$ cat config.mk
export PLATFORM = sky130hd
export DESIGN_NAME = reg16_serial_reader
export DESIGN_NICKNAME = d
export VERILOG_FILES = /design/src/rtl/reg16_pkg.sv /design/src/rtl/reg16_serial_reader_bit_counter.sv /design/src/rtl/reg16_serial_reader.sv
export SDC_FILE = /design/constraint.sdc
export NUM_CORES = 1
export LEC_CHECK = 0
export ABC_AREA = 1
export BUFFER_PORTS_ARGS = -buffer_cell sky130_fd_sc_hd__buf_2
export CORE_UTILIZATION = 53
export CTS_CLUSTER_DIAMETER = 100
export DETAILED_ROUTE_END_ITERATION = 8
export HOLD_SLACK_MARGIN = 0.05
export PLACE_DENSITY = 0.83
export SLEW_MARGIN = 20
export SYNTH_ARGS = -nofsm -noshare
export SYNTH_HDL_FRONTEND = slang
export SYNTH_SLANG_ARGS = --single-unit
$ cat constraint.sdc
create_clock -name CLK -period 3.1 [get_ports CLK]
set_input_delay 0.31 -clock CLK [delete_from_list [all_inputs] [get_ports CLK]]
set_output_delay 0.31 -clock CLK [all_outputs]
set_load 0.1 [all_outputs]
$ cat src/rtl/reg16_pkg.sv
// Shared definitions for the 16-bit register bank and its serial read-out path.
// Holds the reader FSM encoding, the default data width and the bank reset value.
package reg16_pkg;

  localparam int          REG16_WIDTH    = 16;
  localparam logic [15:0] REG16_SNAP_RST = 16'h0100;

  typedef enum logic [1:0] {
    IDLE  = 2'd0,
    SHIFT = 2'd1,
    FIN   = 2'd2
  } state_t;

  // Beat counter width: must reach WIDTH (the parity beat index) without wrapping.
  function automatic int cnt_width(input int w);
    return $clog2(w + 2);
  endfunction

endpackage

$ cat src/rtl/reg16_serial_reader_bit_counter.sv
// Beat counter for the serial reader: synchronous clear, count enable and a
// terminal-count flag raised while the count equals i_last.
module bit_counter #(
  parameter int CW = 5
) (
  input  logic          i_clk,
  input  logic          i_rst_n,
  input  logic          i_clr,
  input  logic          i_en,
  input  logic [CW-1:0] i_last,
  output logic [CW-1:0] o_count,
  output logic          o_tc
);

  logic [CW-1:0] r_count;

  always_ff @(posedge i_clk or negedge i_rst_n) begin
    if (!i_rst_n) begin
      r_count <= '0;
    end else if (i_clr) begin
      r_count <= '0;
    end else if (i_en) begin
      r_count <= r_count + 1'b1;
    end
  end

  assign o_count = r_count;
  assign o_tc    = (r_count == i_last);

endmodule

$ cat src/rtl/reg16_serial_reader.sv
// Snapshots the register on START and streams it MSB first over a valid/ready link.
// Optional even-parity trailer beat when REG16_SERIAL_READER_PARITY_EN is defined.
module reg16_serial_reader
  import reg16_pkg::*;
#(
  parameter int               WIDTH    = REG16_WIDTH,
  parameter logic [WIDTH-1:0] SNAP_RST = WIDTH'(REG16_SNAP_RST)
) (
  input  logic                        CLK,
  input  logic                        RESET,
  input  logic                        START,
  input  logic [WIDTH-1:0]            DIN,
  output logic                        SOUT,
  output logic                        SVALID,
  input  logic                        SREADY,
  output logic                        BUSY,
  output logic                        DONE,
  output state_t                      DBG_STATE,
  output logic [cnt_width(WIDTH)-1:0] DBG_COUNT,
  output logic [WIDTH-1:0]            DBG_SNAP
);

  localparam int CW = cnt_width(WIDTH);
`ifdef REG16_SERIAL_READER_PARITY_EN
  localparam logic [CW-1:0] LAST = CW'(WIDTH);
`else
  localparam logic [CW-1:0] LAST = CW'(WIDTH - 1);
`endif

  state_t           r_state;
  logic [WIDTH-1:0] r_snap;
  logic             r_sout;
  logic             r_svalid;
  logic             r_busy;
  logic             r_done;
  logic [CW-1:0]    w_count;
  logic             w_tc;
  logic             w_start;
  logic             w_xfer;
  logic             w_next_bit;

  // Handshake: a beat moves on a rising edge where SVALID and SREADY are both 1;
  // once SVALID rises in SHIFT, SOUT/SVALID hold until that beat moves.
  assign w_start = (r_state == IDLE) && START;
  assign w_xfer  = (r_state == SHIFT) && r_svalid && SREADY;

`ifdef REG16_SERIAL_READER_PARITY_EN
  logic r_parity;

  always_ff @(posedge CLK or negedge RESET) begin
    if (!RESET) begin
      r_parity <= 1'b0;
    end else if (w_start) begin
      r_parity <= ^DIN;
    end
  end

  // After the last data bit the parity flag takes the SOUT slot.
  assign w_next_bit = (w_count == CW'(WIDTH - 1)) ? r_parity : r_snap[WIDTH-2];
`else
  assign w_next_bit = r_snap[WIDTH-2];
`endif

  bit_counter #(.CW(CW)) u_bit_counter (
    .i_clk   (CLK),
    .i_rst_n (RESET),
    .i_clr   (w_start),
    .i_en    (w_xfer),
    .i_last  (LAST),
    .o_count (w_count),
    .o_tc    (w_tc)
  );

  always_ff @(posedge CLK or negedge RESET) begin
    if (!RESET) begin
      r_state  <= IDLE;
      r_snap   <= SNAP_RST;
      r_sout   <= 1'b0;
      r_svalid <= 1'b0;
      r_busy   <= 1'b0;
      r_done   <= 1'b0;
    end else begin
      case (r_state)
        IDLE: begin
          r_sout   <= 1'b0;
          r_svalid <= 1'b0;
          r_busy   <= 1'b0;
          r_done   <= 1'b0;
          if (START) begin
            r_snap   <= DIN;
            r_sout   <= DIN[WIDTH-1];
            r_svalid <= 1'b1;
            r_busy   <= 1'b1;
            r_state  <= SHIFT;
          end
        end
        SHIFT: begin
          if (w_xfer) begin
            r_snap <= {r_snap[WIDTH-2:0], 1'b0};
            if (w_tc) begin
              r_sout   <= 1'b0;
              r_svalid <= 1'b0;
              r_done   <= 1'b1;
              r_state  <= FIN;
            end else begin
              r_sout <= w_next_bit;
            end
          end
        end
        FIN: begin
          r_done  <= 1'b0;
          r_busy  <= 1'b0;
          r_state <= IDLE;
        end
        default: begin
          r_sout   <= 1'b0;
          r_svalid <= 1'b0;
          r_busy   <= 1'b0;
          r_done   <= 1'b0;
          r_state  <= IDLE;
        end
      endcase
    end
  end

  assign SOUT      = r_sout;
  assign SVALID    = r_svalid;
  assign BUSY      = r_busy;
  assign DONE      = r_done;
  assign DBG_STATE = r_state;
  assign DBG_COUNT = w_count;
  assign DBG_SNAP  = r_snap;

endmodule

==> key figures <==
Placed design
  • GPL Wtd Cong: 0.780
  • PortBufs: 46
  • Placed cell area: 1620 µm²
  • Hpwl dp: 2120 µm
  • Placed Cells: 238

Critical path
  • Worst setup EP type: flop
  • Crit path capture: u_bit_counter.o_count[0]
  • Worst R2R Path Depth: 6
  • Critical Path Source Type: flop
  • RR Startpoint: DBG_STATE[1]
  • R2R Path End: u_bit_counter.o_count[0]
  • Crit-path max FO: 31
  • CP Class: reg -> reg
  • Required time worst endpoint: 3.33 ns
  • Worst R2R Setup Slack: 1.35 ns
  • Critical Path Start: DBG_STATE[1]
  • CP arrival: 1.98 ns

Yosys
  • Post-synth EDFFs: 0
  • Yosys warns: 0
  • Prevailing post-synth register cell: dfrtp_1
  • Synth async-reset ratio: 100%
  • Syn Inst Count: 168
  • Avg Inst Size Synth: 8.46 µm²
  • Register area share after synthesis: 47.6%
  • Syn Nets: 190
  • Synth Register Bits: 27
  • Post-Syn Area: 1420 µm²
  • Library cells used by synthesis: 25

Floorplanning
  • DIE AREA: 2890 µm²
  • Die width: 53.8 µm
  • Starting Density: 56.9%
  • Core Footprint: 2500 µm²
  • IO Count: 47
  • Row Count: 18
  • Die Y: 53.8 µm

Outcome
  • Outcome: finished, final reports clean

STA
  • Clock skew: 0.00551 ns
  • Final Hold Fails: 0
  • Final setup violation count: 0
  • RSZ-0062 raised after global routing: false
  • Final period util: 56.5%
  • Max Clk Rate: 571 MHz
  • Min Tclk post-route: 1.75 ns
  • Slew @ Worst Pin: 0.797 ns
  • Sum Neg Setup Slack: 0 ns
  • Max Transition Viols Final: 0
  • Relative slew slack: 46.7%

GRT
  • GR Util All Layers: 21.2%
  • Initial antenna violation count: 0
  • Global-route wire length before repair: 4400 µm
  • Number of global-route vias before repair: 1058
  • Largest net degree at the start of global routing: 33
  • Total global routing overflow: 0

Clocking
  • CTS buffer count: 3
  • Resize count post-CTS: 0
  • Sink Count: 27
  • Cell at the root of the clock tree: clkbuf_4
  • CTS tree: done
  • Worst-Skew Late Latency: 0.32 ns
  • Post-CTS setup buffers: 0
  • H-tree depth: 1
  • Clk buf depth: 2
  • Clock-pin slew on the worst setup and hold paths: 0.14 ns

Cells and area
  • Final instance area: 1660 µm²
  • Layout fillers: 218
  • Core Util, Final: 66.4%
  • Post-Layout Cell Count: 243
  • Nets: 236
  • P&R area growth vs syn: 16.7%
  • ANT cells: 0
  • Share of cells above drive strength 1: 32.4%

Detailed routing
  • Final routed DRC violation total: 0
  • DR vias: 1218
  • Initial DRC Count: 16
  • DR vias/cell: 5.01
  • Detail Route Antenna Nets: 0
  • DR pass1 iterations: 4
  • Drt wl/cell: 11.6 µm
  • Post-Route WL: 2820 µm

Run
  • Max-cap viol count: 0

Hold path
  • Hold Crit Class: in -> reg
[layout by cell type, fill, tap and decap left out]
master,instances
a21oi_1,1
buf_2,46
clkbuf_1,1
clkbuf_4,3
dfrtp_1,26
dfstp_2,1
dlygate4sd3_1,1
ha_1,2
inv_1,21
inv_2,1
nand2_1,58
nand2_4,2
nand2_8,1
nand3_1,6
nand4_1,2
nor2_1,5
nor2_2,1
nor2_4,1
o21a_1,1
o21ai_0,16
o21ai_1,2
o21ai_2,13
o22ai_1,1
xor2_1,1
[cell usage after synthesis (2+ instances only)]
| cell | count | share of area, % |
|---|---|---|
| nand2_1 | 58 | 15 |
| dfrtp_1 | 26 | 46 |
| inv_1 | 21 | 5.5 |
| o21ai_0 | 16 | 5.6 |
| o21ai_2 | 13 | 8.0 |
| nand3_1 | 6 | 2.1 |
| nor2_1 | 5 | 1.3 |
| buf_4 | 2 | 1.1 |
| ha_1 | 2 | 1.8 |
| nand2_4 | 2 | 1.6 |
| nand4_1 | 2 | 0.88 |
| o21ai_1 | 2 | 0.70 |
[worst min-delay path by stage]
| stage | slack [ns] | endpoint | startpoint | cells past startpoint |
|---|---|---|---|---|
| after floorplan | 0.01 | BUSY | RESET | 0 |
| after global routing | 0.26 | DBG_SNAP[0] | DIN[0] | 3 |
| after detailed placement | 0.36 | DBG_SNAP[3] | RESET | 1 |
| after global placement | 0.35 | DBG_SNAP[2] | RESET | 1 |
| final | 0.25 | DBG_SNAP[0] | DIN[0] | 3 |
| after CTS | 0.24 | DBG_SNAP[0] | DIN[0] | 3 |
[final cells by class]
cell class / count / area [µm²] / area share [%]
well taps: 30 / 37.5 / 2.26
repair buffers: 47 / 240 / 14.5
clock buffers: 4 / 26.3 / 1.58
flip-flops and latches: 27 / 677 / 40.8
inverters: 22 / 82.6 / 4.98
multi-input cells: 113 / 596 / 35.9
[flip-flops by register name (all words and copies together), names as in the netlist]
register	cells
DONE	1
SOUT	1
SVALID	1
DBG_SNAP	16
BUSY	1
DBG_STATE	2
u_bit_counter.o_count	5
[through the flow]
| stage | hold slack [ns] | setup slack [ns] |
|---|---|---|
| after floorplan | 0.0144 | 1.08 |
| after global placement | 0.348 | 1.41 |
| after detailed placement | 0.358 | 1.36 |
| after CTS | 0.242 | 1.34 |
| after global routing | 0.263 | 1.10 |
| final | 0.251 | 1.35 |
[per-layer routing]
layer / global-route usage (%) / wire length (µm) / part of all wire [%]
met2: 36.2 / 1310 / 47
met1: 27.2 / 1310 / 47
met3: 2.82 / 169 / 6.0
met5: 0 / 0 / 0
met4: 7.89 / 23 / 0.82
[logic make-up (layout without fill, tap and decap cells)]
logic type	after synthesis	in the layout	synth area share, %
xor+xnor	1	1	0.616
flops	27	27	47.6
compound gates	34	34	15.7
simple gates	76	76	23.9
buf+inv	28	73	10.5
fa+ha+maj	2	2	1.76
[worst max-delay path: stages (launching register included)]
cell     delay [ns]
dfrtp_1        0.49
inv_1          0.08
nand2_1        0.45
nor2_1         0.45
nand2_1        0.08
nand2_1        0.07
nor2_1         0.04
[timing repair]
| item | in CTS | in global routing |
|---|---|---|
| setup endpoints to repair | 0 | 0 |
| hold endpoints to repair | 26 | 0 |
| hold buffers | 1 | 0 |
Power is left out: the tool's default activity adds up to more than one toggle a clock period on the data nets, which glitch-free logic cannot reach.
